### config.mk
export PLATFORM = sky130hd
export DESIGN_NAME = axi_rd_arbiter
export DESIGN_NICKNAME = d
export VERILOG_FILES = /design/src/rtl/axi_rd_arbiter.sv
export SDC_FILE = /design/constraint.sdc
export NUM_CORES = 1
export LEC_CHECK = 0
export CAP_MARGIN = 30
export CORE_AREA = 2 2 106 82
export CTS_CLUSTER_DIAMETER = 150
export DETAILED_ROUTE_END_ITERATION = 10
export DIE_AREA = 0 0 108 84
export PLACE_DENSITY = 0.78
export SLEW_MARGIN = 20
export SYNTH_ARGS = -nofsm -noshare
export SYNTH_HDL_FRONTEND = slang
export SYNTH_SLANG_ARGS = --single-unit
### constraint.sdc
create_clock -name aclk -period 2.3 [get_ports aclk]
set_input_delay 0.69 -clock aclk [delete_from_list [all_inputs] [get_ports aclk]]
set_output_delay 0.69 -clock aclk [all_outputs]
set_load 0.01 [all_outputs]
### src/rtl/axi_rd_arbiter.sv
// Two-requester (fetch/load) arbiter onto a single AXI read channel.
// Define RD_ARB_ROUND_ROBIN_EN for round-robin ties; the default build gives the data side priority.
module axi_rd_arbiter #(
  parameter int unsigned MAX_OUT = 2
) (
  input  logic        aclk,
  input  logic        aresetn,

  input  logic        inst_req,
  input  logic [31:0] inst_addr,
  input  logic [1:0]  inst_size,
  output logic        inst_addr_ok,
  output logic        inst_data_ok,
  output logic [31:0] inst_rdata,

  input  logic        data_req,
  input  logic [31:0] data_addr,
  input  logic [1:0]  data_size,
  output logic        data_addr_ok,
  output logic        data_data_ok,
  output logic [31:0] data_rdata,

  output logic [3:0]  arid,
  output logic [31:0] araddr,
  output logic [2:0]  arsize,
  output logic        arvalid,
  input  logic        arready,

  input  logic [3:0]  rid,
  input  logic [31:0] rdata,
  input  logic        rvalid,
  output logic        rready
);

  localparam logic [1:0] MaxOut = 2'(MAX_OUT);

  typedef enum logic [0:0] {StIdle, StArWait} state_e;

  state_e      state_q;
  logic        arvalid_q;
  logic [31:0] araddr_q;
  logic [3:0]  arid_q;
  logic [2:0]  arsize_q;
  logic        rready_q;
  logic [1:0]  inst_cnt_q, inst_cnt_d;
  logic [1:0]  data_cnt_q, data_cnt_d;

  logic inst_elig, data_elig;
  logic grant_inst, grant_data, grant;
  logic r_fire, inst_dec, data_dec;

  // Only rid[0] distinguishes the two requesters.
  logic unused_rid;
  assign unused_rid = ^rid[3:1];

  assign inst_elig = aresetn && (state_q == StIdle) && inst_req && (inst_cnt_q < MaxOut);
  assign data_elig = aresetn && (state_q == StIdle) && data_req && (data_cnt_q < MaxOut);

`ifdef RD_ARB_ROUND_ROBIN_EN
  logic last_data_q;

  // On a tie, favour whichever side was not granted most recently.
  assign grant_data = data_elig && (!inst_elig || !last_data_q);

  always_ff @(posedge aclk) begin
    if (!aresetn) begin
      last_data_q <= 1'b0;
    end else if (grant) begin
      last_data_q <= grant_data;
    end
  end
`else
  assign grant_data = data_elig;
`endif

  assign grant_inst = inst_elig && !grant_data;
  assign grant      = grant_inst || grant_data;

  assign inst_addr_ok = grant_inst;
  assign data_addr_ok = grant_data;

  // Responses for a requester with nothing outstanding are swallowed.
  assign r_fire   = rvalid && rready_q;
  assign inst_dec = r_fire && !rid[0] && (inst_cnt_q != 2'd0);
  assign data_dec = r_fire &&  rid[0] && (data_cnt_q != 2'd0);

  assign inst_data_ok = inst_dec;
  assign data_data_ok = data_dec;
  assign inst_rdata   = rdata;
  assign data_rdata   = rdata;

  assign arvalid = arvalid_q;
  assign araddr  = araddr_q;
  assign arid    = arid_q;
  assign arsize  = arsize_q;
  assign rready  = rready_q;

  always_comb begin
    inst_cnt_d = inst_cnt_q;
    if (grant_inst && !inst_dec) begin
      inst_cnt_d = inst_cnt_q + 2'd1;
    end else if (inst_dec && !grant_inst) begin
      inst_cnt_d = inst_cnt_q - 2'd1;
    end
  end

  always_comb begin
    data_cnt_d = data_cnt_q;
    if (grant_data && !data_dec) begin
      data_cnt_d = data_cnt_q + 2'd1;
    end else if (data_dec && !grant_data) begin
      data_cnt_d = data_cnt_q - 2'd1;
    end
  end

  always_ff @(posedge aclk) begin
    if (!aresetn) begin
      inst_cnt_q <= 2'd0;
      data_cnt_q <= 2'd0;
      rready_q   <= 1'b0;
    end else begin
      inst_cnt_q <= inst_cnt_d;
      data_cnt_q <= data_cnt_d;
      rready_q   <= 1'b1;
    end
  end

  always_ff @(posedge aclk) begin
    if (!aresetn) begin
      state_q   <= StIdle;
      arvalid_q <= 1'b0;
      araddr_q  <= 32'd0;
      arid_q    <= 4'd0;
      arsize_q  <= 3'd0;
    end else begin
      unique case (state_q)
        StIdle: begin
          if (grant) begin
            state_q   <= StArWait;
            arvalid_q <= 1'b1;
            araddr_q  <= grant_data ? data_addr : inst_addr;
            arid_q    <= {3'b000, grant_data};
            arsize_q  <= {1'b0, (grant_data ? data_size : inst_size)};
          end
        end
        StArWait: begin
          if (arready) begin
            state_q   <= StIdle;
            arvalid_q <= 1'b0;
          end
        end
        default: begin
          state_q   <= StIdle;
          arvalid_q <= 1'b0;
        end
      endcase
    end
  end

endmodule
; Word level (Yosys, flattened, before mapping)
; Index checks and enable logic that the tools add are counted.
[totals]
regBits = 42
input_bits = 110
output_inout_bits = 109
elab_cells = 57
[op_classes]
n_addsub = 4
magnitude_cmp = 2
eq_ne = 2
n_mux = 13
n_bitwise = 1
reduce_logical = 27
[ops]
columns = cell, n
row1 = 32-bit 2-to-1 mux, 1
row2 = 1-bit logical AND, 15
row3 = 2-bit 2-to-1 mux, 5
row4 = 2-bit nonzero test, 4
row5 = 1-bit logical NOT, 5
row6 = 1-bit 2-to-1 mux, 5
row7 = "2-bit by 1-bit adder with 2-bit output, second input constant", 2
row8 = "2-bit < comparator, second input constant", 2
row9 = "2-bit inequality test, second input constant", 2
row10 = 1-bit one-hot mux with 2 select lines, 2
row11 = 2-bit AND reduction, 2
row12 = "2-bit by 1-bit subtractor with 2-bit output, second input constant", 2
row13 = 1-bit logical OR, 1
row14 = 1-bit inverter, 1

; Logic depth before layout (Yosys ltp)
; Gate-level depths: netlist (run 1).
[depth]
ltp_word = 10
ltp_mapped = 9
mapped_depth_nobuf = 6

; Worst setup path before layout (run 1)
; No wires, ideal clock.
[synth_timing]
path_type = in2reg
from = input data_req
to = register inst_cnt_q[1]
setup_time_ns = 0.076
arrival_time_ns = 2.323
required_time_ns = 2.224
setup_slack_ns = -0.099
path_stages = 8
n_path_buf = 3
path_cell_list = nand2b_4 > buf_6 > buf_12 > buf_6 > nor3b_1 > ha_1 > or3_1 > a21boi_0
[synth_between]
elab_chain_cells = 7
elab_cells_between_ends = 9
cone_classes = mux (1) / reduce/logical (8)
[synth_rtl]
columns = element, line_no
row1 = start: declaration, 16  ; input logic data_req,
row2 = 1-bit logical AND (*) (2 in a row), 57  ; assign data_elig = aresetn && (state_q == StIdle) && data_req && (data_cnt_q < MaxOut);
row3 = 1-bit logical NOT (*), 76  ; assign grant_inst = inst_elig && !grant_data;
row4 = 1-bit logical AND (*), 76
row5 = named net inst_addr_ok, 12  ; output logic inst_addr_ok,
row6 = 1-bit logical NOT, 102  ; end else if (inst_dec && !grant_inst) begin
row7 = 1-bit logical AND, 102
row8 = 2-bit nonzero test (no source line), n/a
row9 = end signal: assignment, 122  ; inst_cnt_q <= inst_cnt_d;
row10 = end: declaration, 45  ; logic [1:0] inst_cnt_q, inst_cnt_d;
; Mark *: on every way through the listed nets, which the timed path passes. The rest lies on a longest branch.
; A chain may end at the register's enable or synchronous reset.

; Worst setup path in the final report (run 1)
[layout_timing]
from = input rvalid
to = output inst_data_ok
[layout_between]
elab_chain_cells = 3
[layout_rtl]
columns = element, line_no
row1 = start: declaration, 31  ; input logic rvalid,
row2 = 1-bit logical AND, 83  ; assign r_fire = rvalid && rready_q;
row3 = 1-bit logical AND (2 in a row), 84  ; assign inst_dec = r_fire && !rid[0] && (inst_cnt_q != 2'd0);
row4 = end: declaration, 13  ; output logic inst_data_ok,
; Every way passes these cells.

==> results.tsv, run 1 <==
stage	metric	value	unit
clock_tree	CTS max path bufs	2	
floorplanning	Site Rows	29	
drt	DRC	0	
job	maxcap violations	0	
floorplanning	Starting Density	30.6	%
final_layout	share of layout cells above drive strength 1	13.4	%
synthesis	Post-Syn Area per Cell	9.43	um^2
critical_path	crit start category	input pin	
placed_design	hpwl dp	4280	um
final_layout	FILL cells	790	
power	pwr dens	608	mW/mm^2
synthesis	Async SR Flop Fraction	0	%
power	leakage power	1.39	nW
sta	Max Slew Vio Count	0	
final_layout	layout net count	433	
sta	unrepaired setup endpoints after global routing	no	
synthesis	Synth Instances	265	
synthesis	Primary FF master, synth	dfxtp_1	
clock_tree	clock slew at reported path FFs	90	ps
placed_design	placer congestion estimate	0.736	
floorplanning	Die Ht	84	um
worst_hold_path	Hold Path Depth	2	
clock_tree	cts bufs inserted	5	
floorplanning	I/O pins	219	
grt	GRT overflow	0	
drt	drt pass-1 iters	4	
synthesis	Cell variety after synth	31	
sta	Fin. Hold Viols	0	
floorplanning	Die X	108	um
placed_design	Post-Place Cells	421	
drt	Final ANT Viol Nets	0	
critical_path	crit path max fanout	2	
clock_tree	clk root buf	clkbuf_8	
grt	GRT Total Usage	12.3	%
critical_path	type of destination of the critical path	output port	
synthesis	area of the mapped netlist	0.00250	mm^2
synthesis	yosys warns	0	
drt	initial DRC count	31	
drt	via count	1945	
placed_design	# port buffers	115	
critical_path	kind of critical path	in2out	
sta	crit path time final	2210	ps
critical_path	Worst EP required	1610	ps
outcome	outcome	finished clean	
drt	Via density	4.52	
critical_path	CP arrival	1520	ps
synthesis	sequential area share after synthesis	33.7	%
clock_tree	Worst-Skew Late Latency	290	ps
sta	fin crit share	96.0	%
sta	clock skew	5.50	ps
drt	WL final	5730	um
final_layout	Non-Filler Instances	430	
final_layout	n_diodes	0	
drt	wire per inst	13.3	um
floorplanning	die area	0.00907	mm^2
final_layout	Final Core Density	41.7	%
grt	vias in the first global route	1950	
sta	Fin Setup TNS	0	ps
grt	first-pass GRT wire length	8910	um
grt	pin count of the biggest net entering global routing	43	
final_layout	multi-input combinational cell area	0.00102	mm^2
power	maximum vdd drop	0.268	mV
sta	fmax	0.453	GHz
clock_tree	CTS H-tree depth	2	
worst_hold_path	Hold Crit Class	reg2reg	
grt	initial antenna violation count	0	
final_layout	Syn-to-layout area delta	36.2	%
synthesis	Seq cells post-synth	42	
final_layout	sequential cell area	841	um^2
power	Total Power	0.00207	W
synthesis	Post-synth EDFFs	0	
critical_path	FF-to-FF path depth	7	
floorplanning	Core Footprint	0.00816	mm^2
clock_tree	CTS sink cnt	42	
clock_tree	CTS tree	built	
sta	Final Setup Violations	0	
## worst max-delay path, cell delays in order
cell and delay, ps:
dlygate4sd2_1 220, nand2_1 60, or3_4 380, inv_1 50, buf_2 110
## cells by family after synthesis
logic type / after synthesis / share of synthesized area [%]
XOR/XNOR: 4 / 1.40
AND/OR/NAND/NOR: 50 / 8.96
flip-flops: 42 / 33.7
adder cells (fa/ha/maj): 2 / 1.00
other: 1 / 0.150
AO/OA/AOI/OAI: 45 / 14.6
multiplexers: 34 / 13.6
buffers and inverters: 87 / 26.6
## area by class of cell
cell class / instances / share of cell area (%)
multi-input combinational: 139 / 29.9
inverter: 2 / 0.221
timing repair buffer: 131 / 38.0
sequential: 42 / 24.7
clock buffer: 5 / 2.02
tap: 108 / 3.97
clock inverter: 3 / 1.18
## path summary, 6_finish.rpt
path,endpoint,slack [ps],start
worst max-delay path,inst_data_ok,90,rvalid
worst min register to register,araddr[0],460,araddr[0]
worst min-delay path,araddr[0],460,araddr[0]
worst max register to register,inst_cnt_q[1],420,rready
## synthesized netlist by cell type, types with 2 or more instances
cell type  count  area (um^2)
buf_4         69          518
dfxtp_1       42          841
nand2_1       37          139
mux2i_1       34          340
o22ai_1       24          150
o22ai_2       10          125
buf_6          6         67.6
clkbuf_1       5         18.8
and2_1         3         18.8
nor2_1         3         11.3
o21a_1         3         22.5
or3_1          3         18.8
a21boi_0       2         15.0
buf_2          2         10.0
ha_1           2         25.0
inv_1          2         7.51
o21ai_0        2         10.0
xnor2_1        2         17.5
xor2_1         2         17.5
## sequential cells by signal, summed over array words and instances, names as in the netlist
signal	cells
arsize	2
state_q	1
araddr	32
arid	1
inst_cnt_q	2
arvalid	1
data_cnt_q	2
rready	1
## placed cells by master (no fill, tap or decap), types with 2 or more instances in the layout
master	instances
clkdlybuf4s50_1	106
dlygate4sd2_1	6
o21a_1	3
conb_1	4
xor2_1	2
clkinv_2	2
buf_12	3
dfxtp_1	42
mux2i_1	34
buf_4	13
and2_1	3
a21boi_0	2
o22ai_2	10
nand2_1	37
xnor2_1	2
ha_1	2
o22ai_1	24
buf_2	2
nor2_1	2
or3_1	2
o21ai_0	2
clkbuf_8	5
inv_1	2
## what timing repair did
action                     4_1_cts  5_1_grt
setup buffers                    1        0
hold buffers                     0        0
setup endpoints to repair        5        0
gates resized for setup         19        0
## layer usage
layer  track usage, %  vias up  wire length (um)
met1             12.6      896              2290
met3             5.07       13               593
met5                0        -                 0
met2             22.4       94              2780
li1                 -      942                 -
met4             4.31        0                63
## power breakdown
group / switching (W) / internal (W)
Sequential: 0.0000452 / 0.000805
Combinational: 0.000257 / 0.000387
Clock: 0.000255 / 0.000320
## per-stage QoR
step | setup slack, ps | cell area, um^2 | hold slack [ps]
after floorplan | 62.9 | 2510 | 472
after global placement | -547 | 3290 | 446
final | 91.1 | 3400 | 462
after global routing | 42.8 | 3400 | 480
after CTS | 84.4 | 3400 | 466
after detailed placement | -578 | 3290 | 453
(Power assumes the default switching activity.)
==> inputs of run 2 (changes only) <==
--- a/config.mk
+++ b/config.mk
@@ -10,6 +10,7 @@
 export CTS_CLUSTER_DIAMETER = 150
 export DETAILED_ROUTE_END_ITERATION = 10
 export DIE_AREA = 0 0 108 84
+export GPL_TIMING_DRIVEN = 0
 export PLACE_DENSITY = 0.78
 export SLEW_MARGIN = 20
 export SYNTH_ARGS = -nofsm -noshare
==> run 2 against run 1 <==
  * Via count grew 24%
  * Combinational power grew 37%
  * Utilization grew 14 points
  * Highest routed layer unchanged
  * Critical endpoint is now inst_addr_ok
  * Cell count grew 31%
  * Largest power group is now combinational cells
  * Fmax grew 0.12%
  * Flip-flop and latch count is the same
  * Non-clock buffer count grew 134
  * Design area grew 34%
  * Power grew 6.9%
  * Sequential share of layout area shrank 6.2 points
==> results.tsv, run 2 (same netlist as run 1, synthesis figures left out) <==
stage	metric	value	unit
sta	unrepaired setup endpoints after global routing	no	
sta	clock skew	7.96	ps
drt	via count	2413	
final_layout	design area	0.00455	mm^2
placed_design	Post-Place Cells	555	
grt	GRT Total Usage	16.0	%
grt	met3 usage	5.07	%
clock_tree	CTS max path bufs	2	
sta	crit path time final	2210	ps
floorplanning	Die Ht	84	um
drt	drt pass-1 iters	4	
final_layout	n_diodes	0	
final_layout	layout net count	567	
critical_path	Slowest-stage cell, CP	dlygate4sd2_1	
final_layout	max reg flops	32	
drt	DRC	0	
critical_path	crit path max fanout	4	
power	Total Power	0.00221	W
critical_path	crit path cell chain	dlygate4sd2_1 > nand2b_4 > buf_12 > nor3b_4 > buf_2	
critical_path	r2r setup slk	450	ps
critical_path	Worst EP required	1610	ps
drt	wire per inst	13.3	um
floorplanning	Starting Density	30.6	%
grt	vias in the first global route	2410	
critical_path	FF-to-FF path depth	7	
grt	GRT overflow	0	
sta	Fin Hold WS	469	ps
placed_design	# port buffers	179	
grt	pin count of the biggest net entering global routing	18	
critical_path	CP arrival	1520	ps
worst_hold_path	WHS Endpoint	araddr[0]	
critical_path	terminus of the critical flop-to-flop path	inst_cnt_q[1]	
sta	fin crit share	95.9	%
floorplanning	die area	0.00907	mm^2
sta	Fin. Hold Viols	0	
sta	fmax	0.453	GHz
critical_path	crit-path max cell delay	260	ps
critical_path	kind of critical path	in2out	
drt	Via density	4.28	
placed_design	hpwl dp	6090	um
grt	grt peak-use layer	met2	
floorplanning	Site Rows	29	
final_layout	commonest non-fill, non-tap cells in the layout	clkdlybuf4s50_1, buf_4, dfxtp_1	
worst_hold_path	Hold Crit Class	reg2reg	
clock_tree	cts bufs inserted	5	
grt	initial antenna violation count	0	
drt	WL final	7520	um
worst_hold_path	Hold Path Depth	2	
clock_tree	hold_buf cts	0	
clock_tree	Worst-Skew Late Latency	290	ps
critical_path	crit start category	input pin	
power	maximum vdd drop	0.253	mV
floorplanning	Die X	108	um
grt	met1 global-route usage	17.9	%
clock_tree	CTS H-tree depth	2	
drt	initial DRC count	37	
grt	first-pass GRT wire length	11500	um
final_layout	share of layout cells above drive strength 1	24.1	%
clock_tree	clock slew at reported path FFs	90	ps
final_layout	Syn-to-layout area delta	82.0	%
critical_path	type of destination of the critical path	output port	
power	pwr dens	486	mW/mm^2
final_layout	most common cell after layout, fill and taps aside	clkdlybuf4s50_1	
power	leakage power	1.96	nW
drt	Final ANT Viol Nets	0	
clock_tree	clk root buf	clkbuf_8	
placed_design	dpl cell area	0.00444	mm^2
sta	Final Setup Violations	0	
worst_hold_path	min-delay src	araddr[0]	
job	maxcap violations	0	
floorplanning	I/O pins	219	
placed_design	placer congestion estimate	0.685	
sta	Max Slew Vio Count	0	
critical_path	FF-to-FF Start	data_cnt_q[1]	
final_layout	Non-Filler Instances	564	
sta	Fin Setup TNS	0	ps
clock_tree	CTS sink cnt	42	
outcome	outcome	finished clean	
grt	routing usage on met2	29.2	%
floorplanning	Core Footprint	0.00816	mm^2
clock_tree	CTS tree	built	
-- run 2: changes by cell type in the layout (fill, tap and decap cells not counted), sizes merged --
cell	before	now
buf	18	83
clkdlybuf4s15	1	0
clkdlybuf4s50	106	170
clkbuf	5	12
bufinv	1	0
-- run 2: final cells by class --
type | instances | area, um^2
fillers | 727 | 3620
multi-input cells | 139 | 1040
repair buffers | 182 | 1790
clock buffers | 6 | 72.6
plain buffers | 83 | 644
inverters | 2 | 7.51
well taps | 108 | 135
flip-flops and latches | 42 | 841
clock inverters | 2 | 13.8
-- run 2: critical path, delay by kind of cell --
kind	cells	cell delay (ps)
buffers and inverters	3	530
and+or+nand+nor	2	300
-- run 2: layer usage --
layer / share of wire [%] / vias up
li1: - / 1208
met1: 39 / 1095
met2: 51 / 106
met3: 9.5 / 4
met4: 0.53 / 0
met5: 0 / -
-- run 2: report_power, final --
part,switching (W),internal (W)
Combinational,0.000332,0.000553
Clock,0.000261,0.000215
Sequential,0.0000457,0.000805
Total,0.000638,0.00157
-- run 2: timing repair --
item	in CTS	in global routing
buffers inserted	3	0
pin swaps	1	0
resized for setup	27	0
setup endpoints to repair	6	1
-- run 2: worst max path at each step --
stage | from | to | slack, ps | depth (start not counted)
after floorplan | data_req | inst_cnt_q[1] | 60 | 8
after global placement | aresetn | inst_addr_ok | -880 | 5
after detailed placement | data_req | inst_addr_ok | -880 | 7
after CTS | data_req | inst_addr_ok | 40 | 6
after global routing | rvalid | inst_data_ok | 60 | 5
final | data_req | inst_addr_ok | 90 | 5
-- run 2: stage by stage --
stage          util [%]  worst slack (ps)
5_1_grt            55.7              58.1
3_5_place_dp       54.4              -877
4_1_cts            55.8              36.2
3_3_place_gp       54.4              -882
2_1_floorplan         -              62.9
6_report           55.7              93.9
==> inputs of run 3 (changes only) <==
--- a/config.mk
+++ b/config.mk
@@ -5,7 +5,6 @@
 export SDC_FILE = /design/constraint.sdc
 export NUM_CORES = 1
 export LEC_CHECK = 0
-export CAP_MARGIN = 30
 export CORE_AREA = 2 2 106 82
 export CTS_CLUSTER_DIAMETER = 150
 export DETAILED_ROUTE_END_ITERATION = 10
==> results of run 3 <==
Final layout, timing and power as in run 2 (identical DEF).
